===== src/rtl/axi_lite_pkg.sv =====
`default_nettype none
// ============================================================================
//  Module      : axi_lite_pkg
//  Description : Shared AXI4-Lite types: response codes, manager FSM states,
//                default protection value and a response-error helper.
//  Revision    : 1.0 - initial release
// ============================================================================
package axi_lite_pkg;

    // AXI4-Lite response encodings carried on bresp/rresp
    typedef enum logic [1:0] {
        OKAY   = 2'b00,
        EXOKAY = 2'b01,
        SLVERR = 2'b10,
        DECERR = 2'b11
    } resp_t;

    // Manager transaction sequencing states
    typedef enum logic [2:0] {
        IDLE         = 3'd0,
        WR_ADDR_DATA = 3'd1,
        WR_RESP      = 3'd2,
        RD_ADDR      = 3'd3,
        RD_DATA      = 3'd4
    } manager_state_t;

    // Unprivileged, secure, data access
    localparam logic [2:0] c_default_prot = 3'b000;

    // Anything other than OKAY is reported to the requester as an error,
    // including EXOKAY, since a plain requester never asked for exclusivity.
    function automatic logic resp_is_err(input logic [1:0] resp);
        return (resp != OKAY);
    endfunction

endpackage : axi_lite_pkg
`default_nettype wire


===== src/rtl/axi_lite_if.sv =====
`default_nettype none
// ============================================================================
//  Module      : axi_lite_if
//  Description : AXI4-Lite bus bundle (AW, W, B, AR, R channels) with
//                master and slave modports.
//  Revision    : 1.0 - initial release
// ============================================================================
interface axi_lite_if #(
    parameter int ADDR_WIDTH = 32,
    parameter int WIDTH      = 32
) (
    input logic aclk,
    input logic areset_n
);

    // Write address channel
    logic [ADDR_WIDTH-1:0] awaddr;
    logic [2:0]            awprot;
    logic                  awvalid;
    logic                  awready;
    // Write data channel
    logic [WIDTH-1:0]      wdata;
    logic [WIDTH/8-1:0]    wstrb;
    logic                  wvalid;
    logic                  wready;
    // Write response channel
    logic [1:0]            bresp;
    logic                  bvalid;
    logic                  bready;
    // Read address channel
    logic [ADDR_WIDTH-1:0] araddr;
    logic [2:0]            arprot;
    logic                  arvalid;
    logic                  arready;
    // Read data channel
    logic [WIDTH-1:0]      rdata;
    logic [1:0]            rresp;
    logic                  rvalid;
    logic                  rready;

    modport master (
        input  aclk, areset_n,
        output awaddr, awprot, awvalid, input awready,
        output wdata, wstrb, wvalid, input wready,
        input  bresp, bvalid, output bready,
        output araddr, arprot, arvalid, input arready,
        input  rdata, rresp, rvalid, output rready
    );

    modport slave (
        input  aclk, areset_n,
        input  awaddr, awprot, awvalid, output awready,
        input  wdata, wstrb, wvalid, output wready,
        output bresp, bvalid, input bready,
        input  araddr, arprot, arvalid, output arready,
        output rdata, rresp, rvalid, input rready
    );

endinterface : axi_lite_if
`default_nettype wire


===== src/rtl/axi_lite_manager.sv =====
`default_nettype none
// ============================================================================
//  Module      : axi_lite_manager
//  Description : AXI4-Lite initiator. Turns a single-outstanding
//                request/response port into AXI4-Lite read and write
//                transactions. All bus and response outputs are registered.
//  Revision    : 1.0 - initial release
// ============================================================================
module axi_lite_manager
    import axi_lite_pkg::*;
#(
    parameter int         WIDTH      = 32,
    parameter int         ADDR_WIDTH = 32,
    parameter logic [2:0] PROT       = c_default_prot
) (
    input  wire logic                  clk,
    input  wire logic                  rst_n,
    // Requester side
    input  wire logic                  req_valid,
    output logic                       req_ready,
    input  wire logic                  req_write,
    input  wire logic [ADDR_WIDTH-1:0] req_addr,
    input  wire logic [WIDTH-1:0]      req_wdata,
    input  wire logic [WIDTH/8-1:0]    req_wstrb,
    output logic                       rsp_valid,
    output logic [WIDTH-1:0]           rsp_rdata,
    output logic                       rsp_err,
    output logic [1:0]                 rsp_resp,
    // Bus side
    axi_lite_if.master                 axi
);

    localparam int c_strb_w = WIDTH / 8;

    manager_state_t        r_state;
    // Per-channel completion flags: AW and W may handshake in either order
    logic                  r_aw_done;
    logic                  r_w_done;

    logic [ADDR_WIDTH-1:0] r_awaddr;
    logic                  r_awvalid;
    logic [WIDTH-1:0]      r_wdata;
    logic [c_strb_w-1:0]   r_wstrb;
    logic                  r_wvalid;
    logic                  r_bready;
    logic [ADDR_WIDTH-1:0] r_araddr;
    logic                  r_arvalid;
    logic                  r_rready;

    logic                  r_rsp_valid;
    logic [WIDTH-1:0]      r_rsp_rdata;
    logic                  r_rsp_err;
    logic [1:0]            r_rsp_resp;

    logic                  w_accept;
    logic                  w_aw_fire;
    logic                  w_w_fire;
    logic                  w_aw_now;
    logic                  w_w_now;

    // Handshake qualifiers; "now" flags fold in a handshake happening this cycle
    always_comb begin
        w_accept  = req_valid && (r_state == IDLE);
        w_aw_fire = r_awvalid && axi.awready;
        w_w_fire  = r_wvalid && axi.wready;
        w_aw_now  = r_aw_done || w_aw_fire;
        w_w_now   = r_w_done || w_w_fire;
    end

    // Transaction sequencer: owns every registered bus and response output
    always_ff @(posedge clk or negedge rst_n) begin
        if (!rst_n) begin
            r_state     <= IDLE;
            r_aw_done   <= 1'b0;
            r_w_done    <= 1'b0;
            r_awaddr    <= '0;
            r_awvalid   <= 1'b0;
            r_wdata     <= '0;
            r_wstrb     <= '0;
            r_wvalid    <= 1'b0;
            r_bready    <= 1'b0;
            r_araddr    <= '0;
            r_arvalid   <= 1'b0;
            r_rready    <= 1'b0;
            r_rsp_valid <= 1'b0;
            r_rsp_rdata <= '0;
            r_rsp_err   <= 1'b0;
            r_rsp_resp  <= 2'b00;
        end else begin
            // Completion is a one-cycle pulse
            r_rsp_valid <= 1'b0;

            case (r_state)
                IDLE: begin
                    if (w_accept) begin
                        if (req_write) begin
                            r_awaddr  <= req_addr;
                            r_wdata   <= req_wdata;
                            r_wstrb   <= req_wstrb;
                            r_awvalid <= 1'b1;
                            r_wvalid  <= 1'b1;
                            r_aw_done <= 1'b0;
                            r_w_done  <= 1'b0;
                            r_state   <= WR_ADDR_DATA;
                        end else begin
                            r_araddr  <= req_addr;
                            r_arvalid <= 1'b1;
                            r_state   <= RD_ADDR;
                        end
                    end
                end

                WR_ADDR_DATA: begin
                    if (w_aw_fire) begin
                        r_awvalid <= 1'b0;
                    end
                    if (w_w_fire) begin
                        r_wvalid <= 1'b0;
                    end
                    r_aw_done <= w_aw_now;
                    r_w_done  <= w_w_now;
                    // bready only once both address and data are delivered
                    if (w_aw_now && w_w_now) begin
                        r_bready <= 1'b1;
                        r_state  <= WR_RESP;
                    end
                end

                WR_RESP: begin
                    if (axi.bvalid) begin
                        r_bready    <= 1'b0;
                        r_rsp_valid <= 1'b1;
                        r_rsp_resp  <= axi.bresp;
                        r_rsp_err   <= resp_is_err(axi.bresp);
                        r_aw_done   <= 1'b0;
                        r_w_done    <= 1'b0;
                        r_state     <= IDLE;
                    end
                end

                RD_ADDR: begin
                    if (axi.arready) begin
                        r_arvalid <= 1'b0;
                        r_rready  <= 1'b1;
                        r_state   <= RD_DATA;
                    end
                end

                RD_DATA: begin
                    if (axi.rvalid) begin
                        r_rready    <= 1'b0;
                        r_rsp_valid <= 1'b1;
                        r_rsp_rdata <= axi.rdata;
                        r_rsp_resp  <= axi.rresp;
                        r_rsp_err   <= resp_is_err(axi.rresp);
                        r_state     <= IDLE;
                    end
                end

                default: begin
                    r_state <= IDLE;
                end
            endcase
        end
    end

    // Requester is accepted only while nothing is in flight
    assign req_ready   = (r_state == IDLE);
    assign rsp_valid   = r_rsp_valid;
    assign rsp_rdata   = r_rsp_rdata;
    assign rsp_err     = r_rsp_err;
    assign rsp_resp    = r_rsp_resp;

    assign axi.awaddr  = r_awaddr;
    assign axi.awprot  = PROT;
    assign axi.awvalid = r_awvalid;
    assign axi.wdata   = r_wdata;
    assign axi.wstrb   = r_wstrb;
    assign axi.wvalid  = r_wvalid;
    assign axi.bready  = r_bready;
    assign axi.araddr  = r_araddr;
    assign axi.arprot  = PROT;
    assign axi.arvalid = r_arvalid;
    assign axi.rready  = r_rready;

endmodule : axi_lite_manager
`default_nettype wire

===== src/flat_wrapper.sv =====
// flat-port wrapper written by rule: the top's interface ports become plain ports
module axi_lite_manager_flat import axi_lite_pkg::*;
#(
    parameter int         WIDTH      = 32,
    parameter int         ADDR_WIDTH = 32,
    parameter logic [2:0] PROT       = c_default_prot
)
  (clk, rst_n, req_valid, req_ready, req_write, req_addr, req_wdata, req_wstrb, rsp_valid, rsp_rdata, rsp_err, rsp_resp, aclk, areset_n, axi_awaddr, axi_awprot, axi_awvalid, axi_awready, axi_wdata, axi_wstrb, axi_wvalid, axi_wready, axi_bresp, axi_bvalid, axi_bready, axi_araddr, axi_arprot, axi_arvalid, axi_arready, axi_rdata, axi_rresp, axi_rvalid, axi_rready);
  axi_lite_if #(.ADDR_WIDTH(ADDR_WIDTH), .WIDTH(WIDTH)) axi_i (.aclk(aclk), .areset_n(areset_n));
  input  wire logic clk;
  input  wire logic rst_n;
  input  wire logic req_valid;
  output logic req_ready;
  input  wire logic req_write;
  input  wire logic [ADDR_WIDTH-1:0] req_addr;
  input  wire logic [WIDTH-1:0] req_wdata;
  input  wire logic [WIDTH/8-1:0] req_wstrb;
  output logic rsp_valid;
  output logic [WIDTH-1:0] rsp_rdata;
  output logic rsp_err;
  output logic [1:0] rsp_resp;
  input wire logic aclk;
  input wire logic areset_n;
  output wire logic [$bits(axi_i.awaddr)-1:0] axi_awaddr;
  output wire logic [$bits(axi_i.awprot)-1:0] axi_awprot;
  output wire logic [$bits(axi_i.awvalid)-1:0] axi_awvalid;
  input wire logic [$bits(axi_i.awready)-1:0] axi_awready;
  output wire logic [$bits(axi_i.wdata)-1:0] axi_wdata;
  output wire logic [$bits(axi_i.wstrb)-1:0] axi_wstrb;
  output wire logic [$bits(axi_i.wvalid)-1:0] axi_wvalid;
  input wire logic [$bits(axi_i.wready)-1:0] axi_wready;
  input wire logic [$bits(axi_i.bresp)-1:0] axi_bresp;
  input wire logic [$bits(axi_i.bvalid)-1:0] axi_bvalid;
  output wire logic [$bits(axi_i.bready)-1:0] axi_bready;
  output wire logic [$bits(axi_i.araddr)-1:0] axi_araddr;
  output wire logic [$bits(axi_i.arprot)-1:0] axi_arprot;
  output wire logic [$bits(axi_i.arvalid)-1:0] axi_arvalid;
  input wire logic [$bits(axi_i.arready)-1:0] axi_arready;
  input wire logic [$bits(axi_i.rdata)-1:0] axi_rdata;
  input wire logic [$bits(axi_i.rresp)-1:0] axi_rresp;
  input wire logic [$bits(axi_i.rvalid)-1:0] axi_rvalid;
  output wire logic [$bits(axi_i.rready)-1:0] axi_rready;
  assign axi_awaddr = axi_i.awaddr;
  assign axi_awprot = axi_i.awprot;
  assign axi_awvalid = axi_i.awvalid;
  assign axi_i.awready = axi_awready;
  assign axi_wdata = axi_i.wdata;
  assign axi_wstrb = axi_i.wstrb;
  assign axi_wvalid = axi_i.wvalid;
  assign axi_i.wready = axi_wready;
  assign axi_i.bresp = axi_bresp;
  assign axi_i.bvalid = axi_bvalid;
  assign axi_bready = axi_i.bready;
  assign axi_araddr = axi_i.araddr;
  assign axi_arprot = axi_i.arprot;
  assign axi_arvalid = axi_i.arvalid;
  assign axi_i.arready = axi_arready;
  assign axi_i.rdata = axi_rdata;
  assign axi_i.rresp = axi_rresp;
  assign axi_i.rvalid = axi_rvalid;
  assign axi_rready = axi_i.rready;
  axi_lite_manager #(.WIDTH(WIDTH), .ADDR_WIDTH(ADDR_WIDTH), .PROT(PROT)) u_core (.clk(clk), .rst_n(rst_n), .req_valid(req_valid), .req_ready(req_ready), .req_write(req_write), .req_addr(req_addr), .req_wdata(req_wdata), .req_wstrb(req_wstrb), .rsp_valid(rsp_valid), .rsp_rdata(rsp_rdata), .rsp_err(rsp_err), .rsp_resp(rsp_resp), .axi(axi_i));
endmodule

===== config.mk =====
export PLATFORM = sky130hd
export DESIGN_NAME = axi_lite_manager_flat
export DESIGN_NICKNAME = d
export VERILOG_FILES = /design/src/rtl/axi_lite_pkg.sv /design/src/rtl/axi_lite_if.sv /design/src/rtl/axi_lite_manager.sv /design/src/flat_wrapper.sv
export SDC_FILE = /design/constraint.sdc
export NUM_CORES = 1
export LEC_CHECK = 0
export CORE_ASPECT_RATIO = 2
export CORE_MARGIN = 3
export CORE_UTILIZATION = 45
export DETAILED_ROUTE_END_ITERATION = 8
export DONT_BUFFER_PORTS = 1
export SYNTH_ARGS = -nofsm -noshare
export SYNTH_HDL_FRONTEND = slang
export SYNTH_SLANG_ARGS = --single-unit

===== constraint.sdc =====
create_clock -name clk -period 1.9 [get_ports clk]
set_input_delay 0.285 -clock clk [delete_from_list [all_inputs] [get_ports clk]]
set_output_delay 0.285 -clock clk [all_outputs]
set_load 0.005 [all_outputs]

Word-level counts from Yosys, hierarchy flattened
Cells that the tools add are included.
- register bits: 146
- word-level logic and storage cells: 92
- equal/unequal tests: 13
- multiplexer cells: 36
- bitwise operators: 1
- reductions and logical operators: 26
- operators by type and width (operator ; count):
    $mux 1 ; 17
    $reduce_and 4->1 ; 4
    $mux 3 ; 5
    $pmux 3 s5 ; 1
    $reduce_and 3->1 ; 5
    $pmux 1 s2 ; 7
    $reduce_bool 2->1 ; 7
    $ne 2x1->1 const B ; 5
    $ne 2x2->1 const B ; 4
    $eq 3x2->1 const B ; 2
    $mux 2 ; 3
    $pmux 1 s3 ; 2
    $reduce_and 5->1 ; 1
    $logic_and 1x1->1 ; 4
    $pmux 2 s2 ; 1
    $eq 3x1->1 const B ; 1
    $eq 3x3->1 const B ; 1
    $logic_not 3->1 ; 1
    $reduce_bool 3->1 ; 1
    $logic_or 1x1->1 ; 2
    $reduce_and 2->1 ; 1
    $not 1->1 ; 1

Longest topological paths before layout
- word-level depth: 5
- gate-level depth with buffers: 5

Worst setup path before layout
No wires, ideal clock.
- kind: flip-flop to flip-flop
- start: reg u_core.r_state[0]
- end: reg u_core.r_araddr[23], in the netlist u_core.axi.araddr[23]
- arrival time: 1640 ps
- required time: 1773 ps
- slack: 132 ps
- cell stages (with the launch flop): 5
- path buffers: 1
- cells stage by stage: dfrtp_1 or4b_4 nor2_8 buf_6 mux2_1
- cells in the longest elaborated chain, start to end: 3
- RTL lines (element ; line ; RTL):
    start, declared ; axi_lite_manager.sv:35 ; manager_state_t r_state;
    start signal, assigned ; axi_lite_manager.sv:73 ; r_state <= IDLE;
    start signal, assigned ; axi_lite_manager.sv:104 ; r_state <= WR_ADDR_DATA;
    start signal, assigned ; axi_lite_manager.sv:108 ; r_state <= RD_ADDR;
    $logic_not 3->1 * ; axi_lite_manager.sv:63, axi_lite_manager.sv:93 ;
    $logic_and 1x1->1 ; axi_lite_manager.sv:63 ; w_accept = req_valid && (r_state == IDLE);
    $reduce_and 3->1 (no source line) * ; - ;
    end signal, assigned ; axi_lite_manager.sv:106 ; r_araddr <= req_addr;
    end, declared ; axi_lite_manager.sv:46 ; logic [ADDR_WIDTH-1:0] r_araddr;
Mark *: on every way between the ends. The rest lies on a longest branch, timed or not.
A chain may end at the register's enable or synchronous reset.

Worst setup path in the final report
- start: reg u_core.r_state[0]
- end: reg u_core.r_awaddr[12], in the netlist u_core.axi.awaddr[12]
- cells in the longest elaborated chain, start to end: 3
- RTL lines (element ; line ; RTL):
    $logic_not 3->1 * ; axi_lite_manager.sv:63, axi_lite_manager.sv:93 ;
    $logic_and 1x1->1 ; axi_lite_manager.sv:63 ;
    $reduce_and 3->1 (no source line) * ; - ;
    end signal, assigned ; axi_lite_manager.sv:97 ; r_awaddr <= req_addr;
    end, declared ; axi_lite_manager.sv:40 ; logic [ADDR_WIDTH-1:0] r_awaddr;
Marks and branches as above.

==> flow_summary.yaml <==
global_routing:
  antenna_found_initial: 0
  grt_overflow: 0
  grt_max_degree: 147
  use_met1_pct: 15.3
  top_usage_layer: "met2"
  use_met3_pct: 6.41
  grt_pass1_wl_um: 17500
  grt_use_total_pct: 16.2
  grt_pass1_vias: 3272
  use_met2_pct: 30.3
synthesis:
  ys_seq_elements: 146
  syn_inst: 352
  ys_warn_count: 0
  synthTopCellsByArea: "dfrtp_1 (64%), mux2_2 (22%), mux2_1 (5.5%), buf_4 (1.1%), buf_12 (0.70%)"
  syn_avg_cell_area_um2: 16.2
  synth-edff-count: 0
  synth-seq-area-share_pct: 64.2
  synth_cell_types: 30
  synth_top_cell_area_share_pct: 64.2
  synth_area_leader_cell: "dfrtp_1"
  synthArstFlopShare_pct: 100
  syn-cell-area_mm2: 0.00569
  synthFlopType: "dfrtp_1"
timing:
  period_needed_ns: 1.77
  relSlewSlack_pct: 54.2
  hold-worst-slack_ns: -0.423
  clock_skew_ns: 0.00940
  tightest_slew_ns: 0.685
  tns_ns: 0
  rsz0062_at_grt: "false"
  slew_viol_final: 0
  setup_slack_ns: 0.132
  fin_crit_sh_pct: 93.1
  final-setup-viol-count: 0
  fmax_mhz: 566
  finalHoldViolations: 146
drt:
  drcViolationCount: 0
  wirelength_um: 11700
  drt-wirelength-per-cell_um: 22.0
  drt_iter0_drc: 54
  vias_per_cell: 5.54
  first_pass_iters: 4
  num_vias: 2953
  detail-route-antenna-nets: 0
job:
  cap_violations: 0
clocking:
  cts_sinks: 146
  path_clk_slew_ns: 0.06
  cts_resized: 0
  cts_buffers: 17
  cts-htree-levels: 4
  clock_path_buffers: 2
  clk_latency_ns: 0.40
  cts-root-buf: "clkbuf_16"
  cts_tree: "yes"
floorplan:
  fp.dieW_um: 85.5
  fp.dieH_um: 165
  initial_core_util_pct: 46.4
  core_area_mm2: 0.0123
  dieArea_mm2: 0.0141
  num_rows: 57
  io_pins: 263
power:
  finalPower_w: 0.0114
  ir_worst_vdd_mv: 1.00
  netSwitchingFraction_pct: 28.9
  power_density_mw_per_mm2: 1740
  p_int_w: 0.00809
  pwr-share-comb_pct: 18.8
  p_switching_w: 0.00329
  power.leakage_nw: 2.89
  pwr-share-clk_pct: 30.0
  p_seq_share_pct: 51.2
finish:
  nets: 489
  final_cell_mix: "dfrtp_1 (146), mux2_2 (109), mux2_1 (28)"
  layout_commonest_cell: "dfrtp_1"
  final_util_pct: 53.4
  drive_gt1_share_pct: 40.4
  synthToLayoutAreaGrowth_pct: 15.1
  antenna_cells: 0
critical_path:
  end_kind: "flop"
  path_cells: "buf_4 > nor4b_4 > nand2_2 > buf_12 > mux2_2"
  slowest_stage: "dfrtp_1"
  worst-setup-path-type: "reg2reg"
  cp-start-kind: "flop"
  max_stage_delay_ns: 0.38
  critPathRequiredTime_ns: 2.18
  critPathMaxFanout: 64
  critPathArrivalTime_ns: 2.05
  r2r_start: "u_core.r_state[0]"
  setup.worst_path.start: "u_core.r_state[0]"
place:
  dpl_worst_slack_ns: 0.129
  port_buffers: 0
  dp_hpwl_um: 8520
  globalplace.congestion: 0.727
status:
  run_status: "finished, violations left"
  failed_checks: "negative hold slack"
min_path:
  hp-class: "in2async"
## cell type report
| cell class | instances | area (um2) |
|---|---|---|
| Clock buffer | 18 | 439 |
| Clock inverter | 13 | 174 |
| Fill cell | 1004 | 5710 |
| Inverter | 1 | 3.75 |
| Multi-Input combinational cell | 188 | 1890 |
| Sequential cell | 146 | 3650 |
| Tap cell | 147 | 184 |
| Timing Repair Buffer | 20 | 213 |
## worst max-delay path: cells and delay by family (launching register included)
| family | cells | cell delay [ns] |
|---|---|---|
| and+or+nand+nor | 2 | 0.49 |
| buffers and inverters | 2 | 0.41 |
| DFF | 1 | 0.38 |
| muxes | 1 | 0.31 |
## stage by stage
| step | instance area (um2) | instances |
|---|---|---|
| 3_3_place_gp | 5840 | 492 |
| 5_1_grt | 6550 | 533 |
| 3_5_place_dp | 5840 | 492 |
| 4_1_cts | 6510 | 529 |
| 2_1_floorplan | 5710 | 357 |
| 6_report | 6550 | 533 |
## flip-flops by register name, summed over array words and instances, names as in the netlist, 2 cells and up
signal,flops
u_core.axi.awaddr,32
u_core.axi.wstrb,4
u_core.axi.araddr,32
u_core.rsp_rdata,32
u_core.axi.wdata,32
u_core.rsp_resp,2
u_core.r_state,3
## kinds of logic (layout without fill, tap and decap cells)
group	Yosys count	after routing	share of synthesized area [%]
buffers and inverters	23	52	3.19
flip-flops	146	146	64.2
AND/OR/NAND/NOR	25	25	3.19
multiplexers	138	138	27.3
AO/OA/AOI/OAI	19	19	2.11
other	1	6	0.0659
## Yosys cell counts (2+ instances only)
master and count:
a21oi_1 6, a31oi_1 3, buf_12 2, buf_2 8
buf_4 8, buf_6 3, dfrtp_1 146, mux2_1 28
mux2_2 109, nand2_1 5, nand2b_1 3, nand3b_1 4
nor2_1 5, nor3_1 2, nor3b_1 2, o21ai_0 4
## power groups by stage
stage | combinational (W) | sequential, W | clock (W)
floorplan | 0.00185 | 0.00547 | 0
global placement | 0.00205 | 0.00592 | 0
detailed placement | 0.00217 | 0.00594 | 0
CTS | 0.00218 | 0.00589 | 0.00350
global route | 0.00237 | 0.00602 | 0.00365
finish | 0.00213 | 0.00583 | 0.00341
## final timing paths
path,end,slack [ns],cells after the start
setup / recovery,u_core.axi.awaddr[12],0.13,5
hold / removal,u_core.rsp_rdata[29],-0.42,0
setup reg to reg,u_core.axi.awaddr[12],0.13,5
hold reg to reg,u_core.r_w_done,0.51,2
max in group asynchronous,u_core.axi.awaddr[11],2.15,0
min in group clk,u_core.axi.araddr[5],0.02,1
## per-layer routing
layer  wire length (um)  vias up
li1                   -     1278
met1               3600     1512
met2               6860      152
met3               1060       11
met4                219        0
met5                  0        -
## timing repair
item                      in CTS  in global routing
setup buffers                  0                  0
hold buffers                   6                  4
hold endpoints to repair     152                150
Power figures use the tool's default switching activity.
